`src/rtl/scr86_pkg.sv`:
```
// Shared constants, FSM encoding and the 86-bit / 15-bit-per-step scrambler step function.
package scr86_pkg;

  localparam int unsigned ST_W     = 86;
  localparam int unsigned CHUNK    = 15;
  localparam int unsigned NUM_TAPS = 5;

  localparam int unsigned TAPS [NUM_TAPS] = '{32, 47, 56, 65, 78};

  typedef enum logic [1:0] {
    StIdle,
    StReady,
    StActive
  } fsm_e;

  function automatic logic [ST_W-1:0] build_tap_mask();
    logic [ST_W-1:0] m;
    m = '0;
    for (int i = 0; i < NUM_TAPS; i++) begin
      m = m | (ST_W'(1) << TAPS[i]);
    end
    return m;
  endfunction

  localparam logic [ST_W-1:0] TAP_MASK = build_tap_mask();

  // Shifts word bit 0 first; the feedback bit is XORed into bit 0 and every tap.
  function automatic logic [ST_W-1:0] scr_step(input logic [ST_W-1:0] s,
                                               input logic [CHUNK-1:0] word);
    logic [ST_W-1:0] cur;
    logic            msb;
    cur = s;
    for (int k = 0; k < CHUNK; k++) begin
      msb = cur[ST_W-1];
      cur = {cur[ST_W-2:0], msb ^ word[k]} ^ ({ST_W{msb}} & TAP_MASK);
    end
    return cur;
  endfunction

endpackage

```
`src/rtl/scr86_stream_ctrl_if.sv`:
```
// Input/output word streams of the scrambler controller.
interface scr86_stream_ctrl_if;
  import scr86_pkg::*;

  logic             in_valid;
  logic             in_ready;
  logic [CHUNK-1:0] in_data;
  logic             in_last;
  logic             out_valid;
  logic             out_ready;
  logic [CHUNK-1:0] out_data;
  logic             out_last;

  modport slave (
    input  in_valid, in_data, in_last, out_ready,
    output in_ready, out_valid, out_data, out_last
  );

  modport master (
    output in_valid, in_data, in_last, out_ready,
    input  in_ready, out_valid, out_data, out_last
  );

endinterface

```
`src/rtl/scr86_step.sv`:
```
// One scrambler step: next state plus the scrambled word taken from its low bits.
module scr86_step
  import scr86_pkg::*;
(
  input  logic [ST_W-1:0]  state_cur,
  input  logic [CHUNK-1:0] word,
  output logic [ST_W-1:0]  state_nxt,
  output logic [CHUNK-1:0] scr_word
);

  always_comb begin
    state_nxt = scr_step(state_cur, word);
    // Bit k entered first, so it sits highest among the freshly shifted bits.
    for (int k = 0; k < CHUNK; k++) begin
      scr_word[k] = state_nxt[CHUNK-1-k];
    end
  end

endmodule

```
`src/rtl/scr86_stream_ctrl.sv`:
```
// Sequencing controller: seed handling, frame tracking and registered output for the scrambler.
module scr86_stream_ctrl
  import scr86_pkg::*;
#(
  parameter int unsigned FCNT_W = 16
) (
  input  logic                 clk,
  input  logic                 rst,
  input  logic                 seed_valid,
  input  logic [ST_W-1:0]      seed,
  input  logic                 auto_reseed,
  input  logic                 bypass,
  scr86_stream_ctrl_if.slave   strm,
  output logic [ST_W-1:0]      state_q,
  output logic [FCNT_W-1:0]    frame_cnt,
  output logic                 seeded
);

  fsm_e             fsm_q, fsm_d;
  logic [ST_W-1:0]  shadow_q;
  logic             pend_q;
  logic             out_valid_q;
  logic [CHUNK-1:0] out_data_q;
  logic             out_last_q;

  logic             in_ready_c;
  logic             accept;
  logic             load_seed;
  logic             load_pend;
  logic [ST_W-1:0]  step_base;
  logic [ST_W-1:0]  step_nxt;
  logic [CHUNK-1:0] scr_word;

  assign strm.in_ready  = in_ready_c;
  assign strm.out_valid = out_valid_q;
  assign strm.out_data  = out_data_q;
  assign strm.out_last  = out_last_q;

  assign accept    = strm.in_valid & in_ready_c;
  assign load_seed = seed_valid & ((fsm_q == StIdle) | (fsm_q == StReady));
  assign load_pend = (fsm_q == StReady) & pend_q & ~seed_valid;
  // First word of a frame may be scrambled from the shadow seed instead of the running state.
  assign step_base = ((fsm_q == StReady) && auto_reseed) ? shadow_q : state_q;

  scr86_step u_step (
    .state_cur (step_base),
    .word      (strm.in_data),
    .state_nxt (step_nxt),
    .scr_word  (scr_word)
  );

  always_ff @(posedge clk) begin
    if (rst) begin
      fsm_q <= StIdle;
    end else begin
      fsm_q <= fsm_d;
    end
  end

  always_comb begin
    fsm_d = fsm_q;
    case (fsm_q)
      StIdle: begin
        if (seed_valid) fsm_d = StReady;
      end
      StReady: begin
        if (accept && !strm.in_last) fsm_d = StActive;
      end
      StActive: begin
        if (accept && strm.in_last) fsm_d = StReady;
      end
      default: fsm_d = StIdle;
    endcase
  end

  // Seed loads (direct or pending) own the state register, so data is held off that cycle.
  always_comb begin
    in_ready_c = 1'b0;
    case (fsm_q)
      StReady:  in_ready_c = (~out_valid_q | strm.out_ready) & ~seed_valid & ~pend_q;
      StActive: in_ready_c = ~out_valid_q | strm.out_ready;
      default:  in_ready_c = 1'b0;
    endcase
  end

  always_ff @(posedge clk) begin
    if (rst) begin
      state_q     <= '0;
      shadow_q    <= '0;
      pend_q      <= 1'b0;
      seeded      <= 1'b0;
      frame_cnt   <= '0;
      out_valid_q <= 1'b0;
      out_data_q  <= '0;
      out_last_q  <= 1'b0;
    end else begin
      if (load_seed) begin
        state_q  <= seed;
        shadow_q <= seed;
        seeded   <= 1'b1;
        pend_q   <= 1'b0;
      end else if (load_pend) begin
        state_q <= shadow_q;
        pend_q  <= 1'b0;
      end else if (accept) begin
        state_q <= step_nxt;
      end

      if ((fsm_q == StActive) && seed_valid) begin
        shadow_q <= seed;
        pend_q   <= 1'b1;
      end

      if (accept && strm.in_last) begin
        frame_cnt <= frame_cnt + FCNT_W'(1);
      end

      if (accept) begin
        out_valid_q <= 1'b1;
        out_data_q  <= bypass ? strm.in_data : scr_word;
        out_last_q  <= strm.in_last;
      end else if (strm.out_ready) begin
        out_valid_q <= 1'b0;
      end
    end
  end

endmodule

```
`src/flat_wrapper.sv`:
```
// flat-port wrapper written by rule: the top's interface ports become plain ports
module scr86_stream_ctrl_flat import scr86_pkg::*;
#(
  parameter int unsigned FCNT_W = 16
)
  (clk, rst, seed_valid, seed, auto_reseed, bypass, state_q, frame_cnt, seeded, strm_in_valid, strm_in_data, strm_in_last, strm_out_ready, strm_in_ready, strm_out_valid, strm_out_data, strm_out_last);
  scr86_stream_ctrl_if strm_i ();
  input  logic clk;
  input  logic rst;
  input  logic seed_valid;
  input  logic [ST_W-1:0] seed;
  input  logic auto_reseed;
  input  logic bypass;
  output logic [ST_W-1:0] state_q;
  output logic [FCNT_W-1:0] frame_cnt;
  output logic seeded;
  input wire logic [$bits(strm_i.in_valid)-1:0] strm_in_valid;
  input wire logic [$bits(strm_i.in_data)-1:0] strm_in_data;
  input wire logic [$bits(strm_i.in_last)-1:0] strm_in_last;
  input wire logic [$bits(strm_i.out_ready)-1:0] strm_out_ready;
  output wire logic [$bits(strm_i.in_ready)-1:0] strm_in_ready;
  output wire logic [$bits(strm_i.out_valid)-1:0] strm_out_valid;
  output wire logic [$bits(strm_i.out_data)-1:0] strm_out_data;
  output wire logic [$bits(strm_i.out_last)-1:0] strm_out_last;
  assign strm_i.in_valid = strm_in_valid;
  assign strm_i.in_data = strm_in_data;
  assign strm_i.in_last = strm_in_last;
  assign strm_i.out_ready = strm_out_ready;
  assign strm_in_ready = strm_i.in_ready;
  assign strm_out_valid = strm_i.out_valid;
  assign strm_out_data = strm_i.out_data;
  assign strm_out_last = strm_i.out_last;
  scr86_stream_ctrl #(.FCNT_W(FCNT_W)) u_core (.clk(clk), .rst(rst), .seed_valid(seed_valid), .seed(seed), .auto_reseed(auto_reseed), .bypass(bypass), .strm(strm_i), .state_q(state_q), .frame_cnt(frame_cnt), .seeded(seeded));
endmodule
```
`config.mk`:
```
export PLATFORM = sky130hd
export DESIGN_NAME = scr86_stream_ctrl_flat
export DESIGN_NICKNAME = d
export VERILOG_FILES = /design/src/rtl/scr86_pkg.sv /design/src/rtl/scr86_stream_ctrl_if.sv /design/src/rtl/scr86_step.sv /design/src/rtl/scr86_stream_ctrl.sv /design/src/flat_wrapper.sv
export SDC_FILE = /design/constraint.sdc
export NUM_CORES = 1
export LEC_CHECK = 0
export ABC_AREA = 1
export CAP_MARGIN = 20
export CORE_UTILIZATION = 57
export DETAILED_ROUTE_END_ITERATION = 8
export PLACE_DENSITY = 0.89
export REMOVE_ABC_BUFFERS = 1
export SLEW_MARGIN = 30
export SYNTH_ARGS = -nofsm -noshare
export SYNTH_HDL_FRONTEND = slang
export SYNTH_SLANG_ARGS = --single-unit
```
`constraint.sdc`:
```
create_clock -name clk -period 4.85 [get_ports clk]
set_input_delay 1.455 -clock clk [delete_from_list [all_inputs] [get_ports clk]]
set_output_delay 1.455 -clock clk [all_outputs]
set_load 0.02 [all_outputs]
```
==> flow_summary.toml <==
[outcome]
status = "complete, no violations"

[placed_design]
routabilityCongestion = 0.901
placement.cell_area_um2 = 14500
dp_hpwl_mm = 26.5
io_buffers = 229
dpl_worst_slack_ps = 390

[clocking]
cts_setup_buffers = 0
ctsLongestPathBuffers = 3
clkSlewWorstSetupHoldPaths_ps = 60
number_of_gates_resized_after_cts = 0
cts_tree = "yes"
clk_latency_ps = 540
tritoncts_num_sinks = 209
cts_max_level = 1
hold_buffers = 0
root_buffer = "sky130_fd_sc_hd__clkbuf_16"
clock_buffers_created_by_tritoncts = 24

[sta]
clock-skew-final_ps = 13.5
final.setup.tns_ps = 0
timing_hold_violations_final = 0
min_period_ps = 4460
setup_violations = 0
max_slew_vio_count = 0
fmax_ghz = 0.224
worstMarginPinSlew_ps = 1010
fin_crit_sh_pct = 91.9
setup_ws_ps = 391
timing.hold.ws_ps = 464
worst_slew_margin_relative_to_its_limit_pct = 32.9
unrepaired_setup_endpoints_after_global_routing = "no"

[yosys]
synth_enable_flop_cells = 0
synth_area_um2 = 12300
ys_types = 36
postSynthRegisterBits = 209
synth_sequential_area_ratio_pct = 34.0
synthArstFlopShare_pct = 0
synthesis.area_per_instance_um2 = 6.18
post_synth_inst_count = 1993
ys_warn_count = 0
synth_ff_type = "sky130_fd_sc_hd__dfxtp_1"

[global_routing]
grt_antenna_before_repair = 0
largest_net_degree_at_the_start_of_global_routing = 102
grt_overflow_total = 0
met1_usage_pct = 46.5
global_routing_met3_resource_utilization_pct = 6.79
first_global_vias = 13089
global_route.usage.total_pct = 36.8
gr-max-usage-layer = "met2"
global_routing_usage_on_met2_pct = 59.0
grt_first_pass_wirelength_mm = 65.4

[critical_path]
critical_path.n_buffers_inverters = 3
cpPeakStageDelay_ps = 600
worstRegToRegCells = 10
critPathMaxFanout = 4
critical_path.cell_chain = "clkdlybuf4s50_1 > inv_2 > nand3_1 > nand2_1 > nand2_1 > nor2_1 > clkdlybuf4s50_1"
worst_setup_path_end_kind = "output port"
timing.critical_path.arrival_ps = 3000
timing.critical_path.required_ps = 3390
timing.setup.critical_path_class = "in2out"
timing.rr.start = "u_core.fsm_q[1]"
crit_family = "buffers and inverters"
crit-reg2reg-capture = "u_core.shadow_q[35]"
setup.reg_to_reg.worst_slack_ps = 1960
cp_slowest_cell = "sky130_fd_sc_hd__clkdlybuf4s50_1"
timing.critical_path.from_type = "input pin"

[finish]
fin_area_um2 = 15300
fraction_of_layout_instances_using_a_drive_strength_above_1_pct = 4.21
syn_to_final_growth_pct = 24.4
num-nets-final = 2255

[hold_path]
hp-start = "u_core.strm.out_last"
timing.hold.worst.class = "reg2reg"
worst_hold_path_depth = 2
timing.hold.worst_endpoint = "u_core.strm.out_last"

[power]
vdd.ir_drop.worst_uv = 388
power_per_cell_area_nw_per_um2 = 673
power_leakage_nw = 6.79
overall_power_of_the_completed_layout_mw = 10.3

[run]
maxCapViolCount = 0

[die]
die_width_um = 149
fp.dieArea_um2 = 22200
core_um2 = 21100
rows = 53
die_y_um = 149
num_io_pins = 230
initial_core_util_pct = 58.4

[route]
dr_total_vias = 14260
finalWirelength_mm = 41.7
detail_route.drc_violations = 0
drt-pass1-iter-count = 6
vias_per_cell = 5.86
detail_route.wl_per_cell_um = 17.1
drtAntennaViolNets = 0
initialDrtViolationCount = 1591
sequential cells by signal (all words and copies together) (netlist names), 2 cells and up:
signal and flops:
u_core.frame_cnt 16, u_core.strm.out_data 15, u_core.state_q 86, u_core.fsm_q 2, u_core.shadow_q 86
tightest hold or removal path, cell delays in order (launching register included):
cell                      delay [ps]
sky130_fd_sc_hd__dfxtp_1         310
sky130_fd_sc_hd__nand2_1          60
sky130_fd_sc_hd__a21oi_1          50
worst max path at each step:
stage | startpoint | to | cells after the start | slack, ps
after floorplan | u_core.fsm_q[1] | u_core.shadow_q[0] | 9 | -670
after global placement | seed_valid | strm_in_ready | 7 | 420
after detailed placement | seed_valid | strm_in_ready | 7 | 390
after CTS | seed_valid | strm_in_ready | 7 | 390
after global routing | seed_valid | strm_in_ready | 7 | 270
final | seed_valid | strm_in_ready | 7 | 390
per-stage QoR:
step / utilization [%] / cells
4_1_cts: 72.6 / 2434
3_5_place_dp: 68.8 / 2391
2_1_floorplan: - / 1865
5_1_grt: 72.6 / 2434
6_report: 72.6 / 2435
3_3_place_gp: 68.8 / 2391
layer usage:
layer  up-vias  share of wire (%)  wire length [um]
met5         -                  0                 0
met4         0                5.0              2080
met3       165                 12              4950
met2       936                 45             18700
met1      6428                 38             16000
li1       6731                  -                 -
cells by family (layout without fill, tap and decap cells):
group / after synthesis / in the layout / synth area share, %
AND/OR/NAND/NOR: 822 / 822 / 27.6
AO/OA/AOI/OAI: 563 / 563 / 23.7
buffers and inverters: 368 / 534 / 12.4
flip-flops: 209 / 209 / 34.0
XOR/XNOR: 27 / 27 / 1.92
adder cells (fa/ha/maj): 4 / 4 / 0.407
other: 0 / 1 / 0
power by group:
part / internal (mW) / total [mW] / switching, mW
combinational: 1.98 / 5.65 / 3.66
clock: 1.11 / 1.88 / 0.768
sequential: 2.30 / 2.78 / 0.478
cells in the mapped netlist, drive strengths merged (10+ instances only):
| library cell | instances | area [um2] |
|---|---|---|
| clkbuf | 64 | 240 |
| o21ai | 230 | 1160 |
| nand3b | 14 | 105 |
| dfxtp | 209 | 4180 |
| a21oi | 298 | 1500 |
| inv | 240 | 903 |
| o22ai | 13 | 81.3 |
| xnor2 | 13 | 114 |
| buf | 64 | 379 |
| o211ai | 10 | 75.1 |
| nand3 | 127 | 653 |
| nand2 | 593 | 2270 |
| nor2 | 74 | 297 |
| xor2 | 14 | 123 |
layout by cell type, fill, tap and decap left out, types with 8 or more instances in the layout:
| cell | count |
|---|---|
| sky130_fd_sc_hd__nor2_1 | 72 |
| sky130_fd_sc_hd__nand2_1 | 580 |
| sky130_fd_sc_hd__nand2_2 | 11 |
| sky130_fd_sc_hd__o22ai_1 | 13 |
| sky130_fd_sc_hd__nand3_1 | 125 |
| sky130_fd_sc_hd__inv_1 | 233 |
| sky130_fd_sc_hd__clkbuf_16 | 25 |
| sky130_fd_sc_hd__xnor2_1 | 13 |
| sky130_fd_sc_hd__nand3b_1 | 14 |
| sky130_fd_sc_hd__xor2_1 | 14 |
| sky130_fd_sc_hd__o211ai_1 | 10 |
| sky130_fd_sc_hd__o21ai_0 | 224 |
| sky130_fd_sc_hd__a21oi_1 | 297 |
| sky130_fd_sc_hd__buf_4 | 19 |
| sky130_fd_sc_hd__clkdlybuf4s50_1 | 227 |
| sky130_fd_sc_hd__clkbuf_8 | 8 |
| sky130_fd_sc_hd__dfxtp_1 | 209 |
layout make-up:
| cell class | instances | area (um2) |
|---|---|---|
| tap | 275 | 344 |
| fill | 1765 | 5770 |
| antenna | 1 | 2.50 |
| sequential | 209 | 4180 |
| clock inverter | 6 | 58.8 |
| multi-input combinational | 1416 | 6610 |
| inverter | 240 | 905 |
| clock buffer | 37 | 751 |
| timing repair buffer | 251 | 2470 |
(Power assumes the default switching activity.)
